## config.mk

```make
export PLATFORM = sky130hd
export DESIGN_NAME = output_line_streamer
export DESIGN_NICKNAME = d
export VERILOG_FILES = /design/src/rtl/conv2d_pkg.sv /design/src/rtl/sync_fifo.sv /design/src/rtl/output_line_streamer.sv
export SDC_FILE = /design/constraint.sdc
export NUM_CORES = 1
export LEC_CHECK = 0
export ABC_CLOCK_PERIOD_IN_PS = 2500
export BUFFER_PORTS_ARGS = -buffer_cell sky130_fd_sc_hd__clkbuf_2
export CAP_MARGIN = 40
export CORE_MARGIN = 4
export CORE_UTILIZATION = 51
export CTS_CLUSTER_DIAMETER = 40
export DETAILED_ROUTE_END_ITERATION = 8
export HOLD_SLACK_MARGIN = 0.03
export PLACE_DENSITY = 0.72
export SLEW_MARGIN = 25
export SYNTH_ARGS = -nofsm -noshare
export SYNTH_HDL_FRONTEND = slang
export SYNTH_SLANG_ARGS = --single-unit
```

## constraint.sdc

```tcl
create_clock -name clk -period 2.5 [get_ports clk]
set_input_delay 0.375 -clock clk [delete_from_list [all_inputs] [get_ports clk]]
set_output_delay 0.375 -clock clk [all_outputs]
set_load 0.01 [all_outputs]
```

## src/rtl/conv2d_pkg.sv

```systemverilog
// Shared Conv2d definitions: stream FSM encoding, default widths and the
// round / shift / saturate requantizer used at the output of the MAC array.
package conv2d_pkg;

    localparam int DEF_DATA_WIDTH = 16;
    localparam int DEF_ACC_WIDTH  = 32;

    typedef enum logic [1:0] {
        ST_IDLE   = 2'd0,
        ST_STREAM = 2'd1,
        ST_DRAIN  = 2'd2
    } state_t;

    localparam logic signed [63:0] Q_ONE = 64'sd1;

    // Round-half-up, arithmetic shift, then clamp to a signed dw-bit range.
    // Works on 64 bits so any accumulator up to 62 bits cannot overflow the add.
    function automatic logic signed [63:0] quantize_sat(
        input logic signed [63:0] acc,
        input int                 shift,
        input int                 dw
    );
        logic signed [63:0] rounded;
        logic signed [63:0] hi;
        logic signed [63:0] lo;
        logic signed [63:0] result;
        rounded = (acc + (Q_ONE <<< (shift - 1))) >>> shift;
        hi      = (Q_ONE <<< (dw - 1)) - Q_ONE;
        lo      = -(Q_ONE <<< (dw - 1));
        if (rounded > hi)
            result = hi;
        else if (rounded < lo)
            result = lo;
        else
            result = rounded;
        return result;
    endfunction

endpackage

```

## src/rtl/sync_fifo.sv

```systemverilog
// Registered single-clock FIFO without fall-through; pointers carry one extra
// wrap bit so full and empty are distinguishable without an occupancy counter.
module sync_fifo #(
    parameter int WIDTH = 17,
    parameter int DEPTH = 4
) (
    input  logic             clk,
    input  logic             rst_n,
    input  logic             i_push,
    input  logic             i_pop,
    input  logic [WIDTH-1:0] i_wdata,
    output logic [WIDTH-1:0] o_rdata,
    output logic             o_full,
    output logic             o_empty
);

    localparam int AW = $clog2(DEPTH);

    logic [WIDTH-1:0] r_mem [DEPTH];
    logic [AW:0]      r_wr_ptr;
    logic [AW:0]      r_rd_ptr;
    logic             w_do_push;
    logic             w_do_pop;

    assign o_empty   = (r_wr_ptr == r_rd_ptr);
    assign o_full    = (r_wr_ptr[AW] != r_rd_ptr[AW]) &&
                       (r_wr_ptr[AW-1:0] == r_rd_ptr[AW-1:0]);
    // A pop never frees space for a same-cycle push.
    assign w_do_push = i_push && !o_full;
    assign w_do_pop  = i_pop && !o_empty;

    always_ff @(posedge clk or negedge rst_n) begin
        if (!rst_n) begin
            r_wr_ptr <= '0;
            r_rd_ptr <= '0;
        end else begin
            if (w_do_push)
                r_wr_ptr <= r_wr_ptr + (AW+1)'(1);
            if (w_do_pop)
                r_rd_ptr <= r_rd_ptr + (AW+1)'(1);
        end
    end

    always_ff @(posedge clk) begin
        if (w_do_push)
            r_mem[r_wr_ptr[AW-1:0]] <= i_wdata;
    end

    // Head is forced to zero when empty so the stream outputs are clean after reset.
    assign o_rdata = o_empty ? '0 : r_mem[r_rd_ptr[AW-1:0]];

endmodule

```

## src/rtl/output_line_streamer.sv

```systemverilog
// Output end of the Conv2d stream: requantizes MAC results, buffers them and
// sends an IMAGE_SIZE x IMAGE_SIZE frame as AXI4-Stream. OUTPUT_STREAMER_RELU_EN fuses a ReLU.
module output_line_streamer
    import conv2d_pkg::*;
#(
    parameter int DATA_WIDTH = DEF_DATA_WIDTH,
    parameter int ACC_WIDTH  = DEF_ACC_WIDTH,
    parameter int FRAC_SHIFT = 8,
    parameter int FIFO_DEPTH = 4
) (
    input  logic                        clk,
    input  logic                        Reset,
    input  logic                        Start,
    input  logic [7:0]                  IMAGE_SIZE,
    input  logic signed [ACC_WIDTH-1:0] din,
    input  logic                        din_valid,
    output logic                        din_ready,
    output logic [DATA_WIDTH-1:0]       m_axis_tdata,
    output logic                        m_axis_tvalid,
    output logic                        m_axis_tlast,
    input  logic                        m_axis_tready,
    output logic                        Done_1row,
    output logic                        Done_frame,
    output logic                        Busy,
    output state_t                      o_dbg_state
);

    state_t          r_state;
    logic [7:0]      r_size;
    logic [7:0]      r_col;
    logic [7:0]      r_row;

    logic [7:0]              w_size_m1;
    logic                    w_full;
    logic                    w_empty;
    logic                    w_accept;
    logic                    w_pop;
    logic                    w_col_last;
    logic                    w_frame_last;
    logic [63:0]             w_din_ext;
    logic [DATA_WIDTH-1:0]   w_sat;
    logic [DATA_WIDTH-1:0]   w_pix;
    logic [DATA_WIDTH:0]     w_head;

    // 8-bit wrap makes a size of 0 behave as 256.
    assign w_size_m1    = r_size - 8'd1;
    assign din_ready    = (r_state == ST_STREAM) && !w_full;
    assign w_accept     = din_valid && din_ready;
    assign w_col_last   = (r_col == w_size_m1);
    assign w_frame_last = w_col_last && (r_row == w_size_m1);

    assign w_din_ext = {{(64-ACC_WIDTH){din[ACC_WIDTH-1]}}, din};
    assign w_sat     = DATA_WIDTH'(quantize_sat(w_din_ext, FRAC_SHIFT, DATA_WIDTH));

`ifdef OUTPUT_STREAMER_RELU_EN
    assign w_pix = w_sat[DATA_WIDTH-1] ? '0 : w_sat;
`else
    assign w_pix = w_sat;
`endif

    sync_fifo #(
        .WIDTH (DATA_WIDTH + 1),
        .DEPTH (FIFO_DEPTH)
    ) u_fifo (
        .clk     (clk),
        .rst_n   (Reset),
        .i_push  (w_accept),
        .i_pop   (w_pop),
        .i_wdata ({w_frame_last, w_pix}),
        .o_rdata (w_head),
        .o_full  (w_full),
        .o_empty (w_empty)
    );

    assign m_axis_tvalid = !w_empty;
    assign m_axis_tdata  = w_head[DATA_WIDTH-1:0];
    assign m_axis_tlast  = w_head[DATA_WIDTH];
    assign w_pop         = m_axis_tvalid && m_axis_tready;

    assign Done_1row   = w_accept && w_col_last;
    assign Done_frame  = (r_state == ST_DRAIN) && w_pop && m_axis_tlast;
    assign Busy        = (r_state != ST_IDLE);
    assign o_dbg_state = r_state;

    always_ff @(posedge clk or negedge Reset) begin
        if (!Reset) begin
            r_state <= ST_IDLE;
            r_size  <= '0;
            r_col   <= '0;
            r_row   <= '0;
        end else begin
            case (r_state)
                ST_IDLE: begin
                    if (Start) begin
                        r_size  <= IMAGE_SIZE;
                        r_col   <= '0;
                        r_row   <= '0;
                        r_state <= ST_STREAM;
                    end
                end
                ST_STREAM: begin
                    if (w_accept) begin
                        if (w_col_last) begin
                            r_col <= '0;
                            if (r_row == w_size_m1) begin
                                r_row   <= '0;
                                r_state <= ST_DRAIN;
                            end else begin
                                r_row <= r_row + 8'd1;
                            end
                        end else begin
                            r_col <= r_col + 8'd1;
                        end
                    end
                end
                ST_DRAIN: begin
                    if (Done_frame)
                        r_state <= ST_IDLE;
                end
                default: r_state <= ST_IDLE;
            endcase
        end
    end

endmodule

```

==> impl_metrics.json, run 1 <==
{
  "cts-root-to-sink-buffers": 2,
  "hold_path_end": "r_size[1]",
  "count_of_nets_left_with_antenna_violations_after_detail_routing": 0,
  "synthMostInstantiatedCell": "edfxtp_1",
  "yosysUniqueCellTypes": 62,
  "crit_path_end_kind": "primary output",
  "finalHoldViolations": 0,
  "power_report.internal_total_mw": 3.77,
  "synthesis.nets": 509,
  "critical_path_arrival_ns": 2.27,
  "timing.setup.critical_path_class": "reg2out",
  "antenna_found_initial": 0,
  "yosys-top-cells-area": "edfxtp_1 (38%), dfrtp_1 (15%), mux4_2 (7.0%)",
  "synth-seq-area-share_pct": 52.2,
  "max_freq_mhz": 378,
  "drt-total-wl_mm": 12.4,
  "postSynth.topFlopCell": "edfxtp_1",
  "htree_num_levels": 3,
  "pin_count_of_the_biggest_net_entering_global_routing": 33,
  "detailedPlacementHpwl_mm": 9.04,
  "row_count": 37,
  "power.switching_fraction_pct": 36.5,
  "grt.total_usage_pct": 21.1,
  "rrSetupSlack_ns": -0.13,
  "grt_overflow": 0,
  "required_time_of_the_worst_setup_path_ns": 2.12,
  "synth_warnings": 0,
  "fin_skew_ns": 0.0146,
  "clkLatencyLatePin_ns": 0.37,
  "syn_inst": 455,
  "fin_crit_ns": 2.64,
  "clk_root_buffer_cell": "clkbuf_8",
  "power_mw": 5.93,
  "postSynth.asyncResetShare_pct": 32.0,
  "holdPathStages": 3,
  "worst_slew_pin_slew_ns": 0.515,
  "violations_in_the_final_reports": "setup timing",
  "p_leak_nw": 2.71,
  "power.combinational.fraction_pct": 42.2,
  "grt_first_pass_wirelength_mm": 21.0,
  "holdCritStartpoint": "IMAGE_SIZE[1]",
  "area_fraction_of_the_dominant_cell_type_after_synthesis_pct": 37.5,
  "power_frac_clock_pct": 17.0,
  "cp_cell_sequence": "inv_2 > ha_4 > or3b_4 > nor3_4 > xnor3_1 > and3_4 > nand2_4 > nor2_2 > clkbuf_2",
  "use_met2_pct": 38.4,
  "die_width_um": 111,
  "clock_sinks": 100,
  "io_pins": 69,
  "syn-mean-instance-area_um2": 12.0,
  "start_kind": "flop",
  "die_height_um": 111,
  "max_slew_violation_count": 0,
  "drc": 0,
  "vias": 4113,
  "r2r_cells": 12,
  "core_area_um2": 10400,
  "run_status": "finished, violations left",
  "synth-edff-count": 68,
  "cts-buffers-inserted": 9,
  "max-slew-margin-rel_pct": 65.5,
  "setup_violations": 15,
  "floorplan.die_area_um2": 12400,
  "pwr_density_cell_nw_per_um2": 871,
  "synth_cell_area_um2": 5440,
  "cts.clk_slew.worst_paths_ns": 0.11,
  "r2r-start": "r_size[0]",
  "hp-class": "in2reg",
  "num-nets-final": 642,
  "route.detailed.vias_per_inst": 5.64,
  "flow.area_growth_from_synthesis_pct": 25.1,
  "crit-reg2reg-capture": "r_row[5]",
  "clock_tree_from_tritoncts": "yes",
  "gr-usage-met1_pct": 25.1,
  "cap_viol_max_count": 0,
  "initial_core_util_pct": 52.5,
  "switchingPower_mw": 2.16,
  "detailedRoute.firstIterationViolations": 228,
  "max-vdd-ir-drop_v": 0.000467,
  "synth.cells.most_frequent": "edfxtp_1 (68), nor2_1 (38), dfrtp_1 (32), xnor2_1 (28), nand2_1 (25)",
  "critical_path.max_fanout": 3,
  "diodes_inserted": 0,
  "cp_slowest_stage_delay_ns": 0.43,
  "final_min_period_over_clock_period_pct": 106,
  "grtUsageMet3_pct": 3.88,
  "synth_seq_cells": 100,
  "gp_congestion": 0.812,
  "routed_wire_length_per_instance_um": 17.1,
  "setup-tns-final_ns": -1.21,
  "finalWorstSetupSlack_ns": -0.144,
  "first_global_vias": 4255,
  "crit_slowest_cell": "dfrtp_2",
  "share_seq_of_total_power_pct": 40.8,
  "share_of_cells_above_drive_strength_1_pct": 36.6,
  "grt_most_used_layer": "met2",
  "drtPass1Iterations": 4,
  "yosys.area.top_type": "edfxtp_1",
  "port_buffers": 61,
  "grt_setup_unrepaired": "true"
}
==> per-stage QoR <==
stage	util, %	worst slack [ns]	hold WS [ns]	instance area, um^2	instances
floorplan	-	-0.0228	0.0794	5500	455
global placement	61.2	-0.235	0.476	6340	696
detailed placement	61.2	-0.299	0.487	6340	696
CTS	64.1	-0.149	0.0899	6650	721
global route	65.7	-0.278	0.202	6810	729
finish	65.7	-0.144	0.207	6810	729
==> power by group through the flow <==
stage	logic, mW	registers [mW]	clock network, mW
3_3_place_gp	2.39	2.43	0
4_1_cts	2.50	2.42	1.03
2_1_floorplan	1.62	2.37	0
5_1_grt	2.76	2.46	1.12
3_5_place_dp	2.43	2.46	0
6_report	2.50	2.42	1.01
==> worst max-delay path, delay by kind of cell, from the launching register on <==
kind | cells | cell delay, ns
xor gates and xnor gates | 1 | 0.26
adders and majority gates | 1 | 0.12
and+or+nand+nor | 5 | 0.88
DFF | 1 | 0.43
buffers and inverters | 2 | 0.19
==> state kept, by name, summed over array words and instances, names as in the netlist <==
register	flops
r_col	8
u_fifo.r_wr_ptr	3
o_dbg_state	2
u_fifo.r_rd_ptr	3
u_fifo.r_mem	68
r_row	8
r_size	8
==> per-layer routing <==
metal | vias to the layer above | share of wire (%)
li1 | 1955 | -
met2 | 116 | 54
met3 | 22 | 3.9
met1 | 2020 | 40
met4 | 0 | 2.2
met5 | - | 0
==> timing repair <==
action	CTS	global route
pin swaps	9	4
setup buffers	8	7
setup endpoints to repair	6	39
gates cloned	1	0
resized for setup	12	15
endpoints found under the hold margin	0	12
hold buffers	0	1
==> worst max path at each step <==
stage / startpoint / end / cells after the start
after floorplan: r_size[0] / r_row[2] / 11
after global placement: din[7] / u_fifo.r_mem[2][2] / 12
after detailed placement: din[7] / u_fifo.r_mem[0][2] / 12
after CTS: r_size[1] / Done_1row / 9
after global routing: r_size[1] / Done_1row / 9
final: r_size[0] / Done_1row / 9
==> cell usage in the layout (no fill, tap or decap), types with 13 or more instances in the layout <==
cell type,count
nor3_1,20
inv_1,21
clkbuf_2,61
nand3_1,19
xnor2_1,28
nor2_1,34
dfrtp_1,31
xor2_1,13
edfxtp_1,68
a21oi_1,13
nand2_1,24
mux4_2,17
buf_4,72
and2_1,22
==> logic make-up after synthesis <==
logic type | Yosys count | share of synthesized area [%]
AO/OA/AOI/OAI | 64 | 8.11
XOR/XNOR | 45 | 8.25
adder cells (fa/ha/maj) | 9 | 2.07
buffers and inverters | 41 | 3.06
flip-flops | 100 | 52.2
multiplexers | 25 | 8.64
AND/OR/NAND/NOR | 171 | 17.7
==> layout make-up <==
| cell class | instances | area [um^2] |
|---|---|---|
| clock buffers | 9 | 124 |
| clock inverters | 7 | 73.8 |
| fillers | 800 | 3560 |
| inverters | 23 | 86.3 |
| multi-input cells | 315 | 2590 |
| flip-flops and latches | 100 | 2840 |
| well taps | 136 | 170 |
| repair buffers | 139 | 928 |
Power figures use the tool's default switching activity.
==> run 2: changes to the inputs <==
--- a/config.mk
+++ b/config.mk
@@ -13,7 +13,7 @@
 export CTS_CLUSTER_DIAMETER = 40
 export DETAILED_ROUTE_END_ITERATION = 8
 export HOLD_SLACK_MARGIN = 0.03
-export PLACE_DENSITY = 0.72
+export PLACE_DENSITY = 0.82
 export SLEW_MARGIN = 25
 export SYNTH_ARGS = -nofsm -noshare
 export SYNTH_HDL_FRONTEND = slang
==> impl_metrics.json, run 2 (synthesized netlist as in run 1, its figures left out) <==
{
  "hold_path_end": "r_size[1]",
  "critical_path_arrival_ns": 2.27,
  "diodes_inserted": 0,
  "grt_first_pass_wirelength_mm": 20.0,
  "cts.clk_slew.worst_paths_ns": 0.10,
  "timing.setup.critical_path_class": "reg2out",
  "largest_register_ffs": 68,
  "drt-total-wl_mm": 12.5,
  "setup_violations": 8,
  "core_area_um2": 10400,
  "start_kind": "flop",
  "clock_tree_from_tritoncts": "yes",
  "detailedPlacementHpwl_mm": 8.75,
  "finalHoldViolations": 0,
  "use_met2_pct": 35.8,
  "row_count": 37,
  "grt_setup_unrepaired": "true",
  "fin_skew_ns": 0.0129,
  "holdPathStages": 3,
  "floorplan.die_area_um2": 12400,
  "die_height_um": 111,
  "first_global_vias": 4231,
  "final.fill_count": 771,
  "port_buffers": 61,
  "holdCritStartpoint": "IMAGE_SIZE[1]",
  "antenna_found_initial": 0,
  "grt.total_usage_pct": 19.8,
  "placedInstanceArea_um2": 6250,
  "vias": 4056,
  "placed_cells_incl_taps": 683,
  "design_area_um2": 6660,
  "clk_root_buffer_cell": "clkbuf_8",
  "crit_path_end_kind": "primary output",
  "r2r_cells": 9,
  "drc": 0,
  "count_of_nets_left_with_antenna_violations_after_detail_routing": 0,
  "detailedRoute.firstIterationViolations": 272,
  "fin_crit_ns": 2.65,
  "die_width_um": 111,
  "max_slew_violation_count": 0,
  "gr-usage-met1_pct": 23.9,
  "max_freq_mhz": 378,
  "flow.area_growth_from_synthesis_pct": 22.2,
  "max-vdd-ir-drop_v": 0.000442,
  "htree_num_levels": 3,
  "r2r-start": "r_size[1]",
  "gp_congestion": 0.897,
  "post-route-util_pct": 64.2,
  "final_cells": 709,
  "num-nets-final": 622,
  "rrSetupSlack_ns": -0.12,
  "clkLatencyLatePin_ns": 0.37,
  "critical_path.max_fanout": 4,
  "share_of_cells_above_drive_strength_1_pct": 34.4,
  "grtUsageMet3_pct": 2.57,
  "pwr_density_cell_nw_per_um2": 902,
  "violations_in_the_final_reports": "setup timing",
  "cap_viol_max_count": 0,
  "cts-buffers-inserted": 9,
  "run_status": "finished, violations left",
  "mostFrequentLayoutCells": "edfxtp_1 (68), clkbuf_2 (60), buf_4 (54)",
  "initial_core_util_pct": 52.5,
  "pin_count_of_the_biggest_net_entering_global_routing": 33,
  "io_pins": 69,
  "max-slew-margin-rel_pct": 61.3,
  "p_leak_nw": 2.63,
  "finalWorstSetupSlack_ns": -0.147,
  "routed_wire_length_per_instance_um": 17.7,
  "grt_most_used_layer": "met2",
  "drtPass1Iterations": 5,
  "hp-class": "in2reg",
  "required_time_of_the_worst_setup_path_ns": 2.12,
  "crit-reg2reg-capture": "r_row[6]",
  "route.detailed.vias_per_inst": 5.72,
  "clock_sinks": 100,
  "mostFrequentLayoutCell": "edfxtp_1",
  "cts-root-to-sink-buffers": 2,
  "grt_overflow": 0,
  "worst_slew_pin_slew_ns": 0.575,
  "final_min_period_over_clock_period_pct": 106
}
## run 2: cell count changes in the layout (fill, tap and decap cells not counted), sizes merged
| cell | previous run | this run |
|---|---|---|
| buf | 77 | 58 |
| clkinv | 3 | 2 |
| clkinvlp | 2 | 0 |
| inv | 25 | 27 |
| bufinv | 0 | 1 |
| clkbuf | 70 | 69 |
## run 2: report_power, final
part,switching (mW),leakage (nW),internal [mW]
Clock,0.573,0.107,0.480
Combinational,1.33,1.51,1.19
Sequential,0.243,1.01,2.19
## run 2: routing by layer
layer,vias up,wire [um]
li1,1915,-
met1,1965,5040
met2,147,6520
met3,29,601
met4,0,363
met5,-,0
## run 2: metrics by stage
stage | power, mW | hold slack, ns | setup WS (ns) | setup TNS (ns)
after floorplan | 3.99 | 0.0794 | -0.0228 | -0.0715
after global placement | 4.78 | 0.475 | -0.109 | -1.22
after detailed placement | 4.87 | 0.485 | -0.136 | -3.92
after CTS | 5.97 | 0.0939 | -0.112 | -0.112
after global routing | 6.37 | 0.217 | -0.255 | -2.26
final | 6.00 | 0.209 | -0.147 | -0.525
## run 2: how the worst max path moves through the flow
stage	start	endpoint	slack (ns)	cells after the start
after floorplan	r_size[0]	r_row[2]	-0.02	11
after global placement	din[7]	u_fifo.r_mem[0][3]	-0.11	10
after detailed placement	din[7]	u_fifo.r_mem[3][3]	-0.14	10
after CTS	r_size[1]	Done_1row	-0.11	9
after global routing	r_size[1]	Done_1row	-0.25	8
final	r_size[1]	Done_1row	-0.15	8
## run 2: critical path, stage by stage (launching register included)
cell      delay [ns]
dfrtp_1         0.41
buf_4           0.15
nor3_4          0.27
nor3b_4         0.30
xnor3_1         0.22
a21boi_2        0.26
nand2_4         0.09
nor2_4          0.09
buf_6           0.10
## run 2: timing repair
action                     CTS  global route
hold endpoints to repair     0             9
pin swaps                    5            14
setup endpoints to repair    4            16
gates resized for setup      8            16
gates cloned                 0             1
setup buffers                4             3
hold buffers                 0             1
## run 2: layout make-up
| class | count | area, um^2 | area share, % |
|---|---|---|---|
| timing repair buffer | 119 | 777 | 11.7 |
| sequential | 100 | 2840 | 42.7 |
| clock buffer | 9 | 124 | 1.86 |
| inverter | 23 | 86.3 | 1.30 |
| tap | 136 | 170 | 2.56 |
| clock inverter | 7 | 81.3 | 1.22 |
| multi-input combinational | 315 | 2570 | 38.7 |
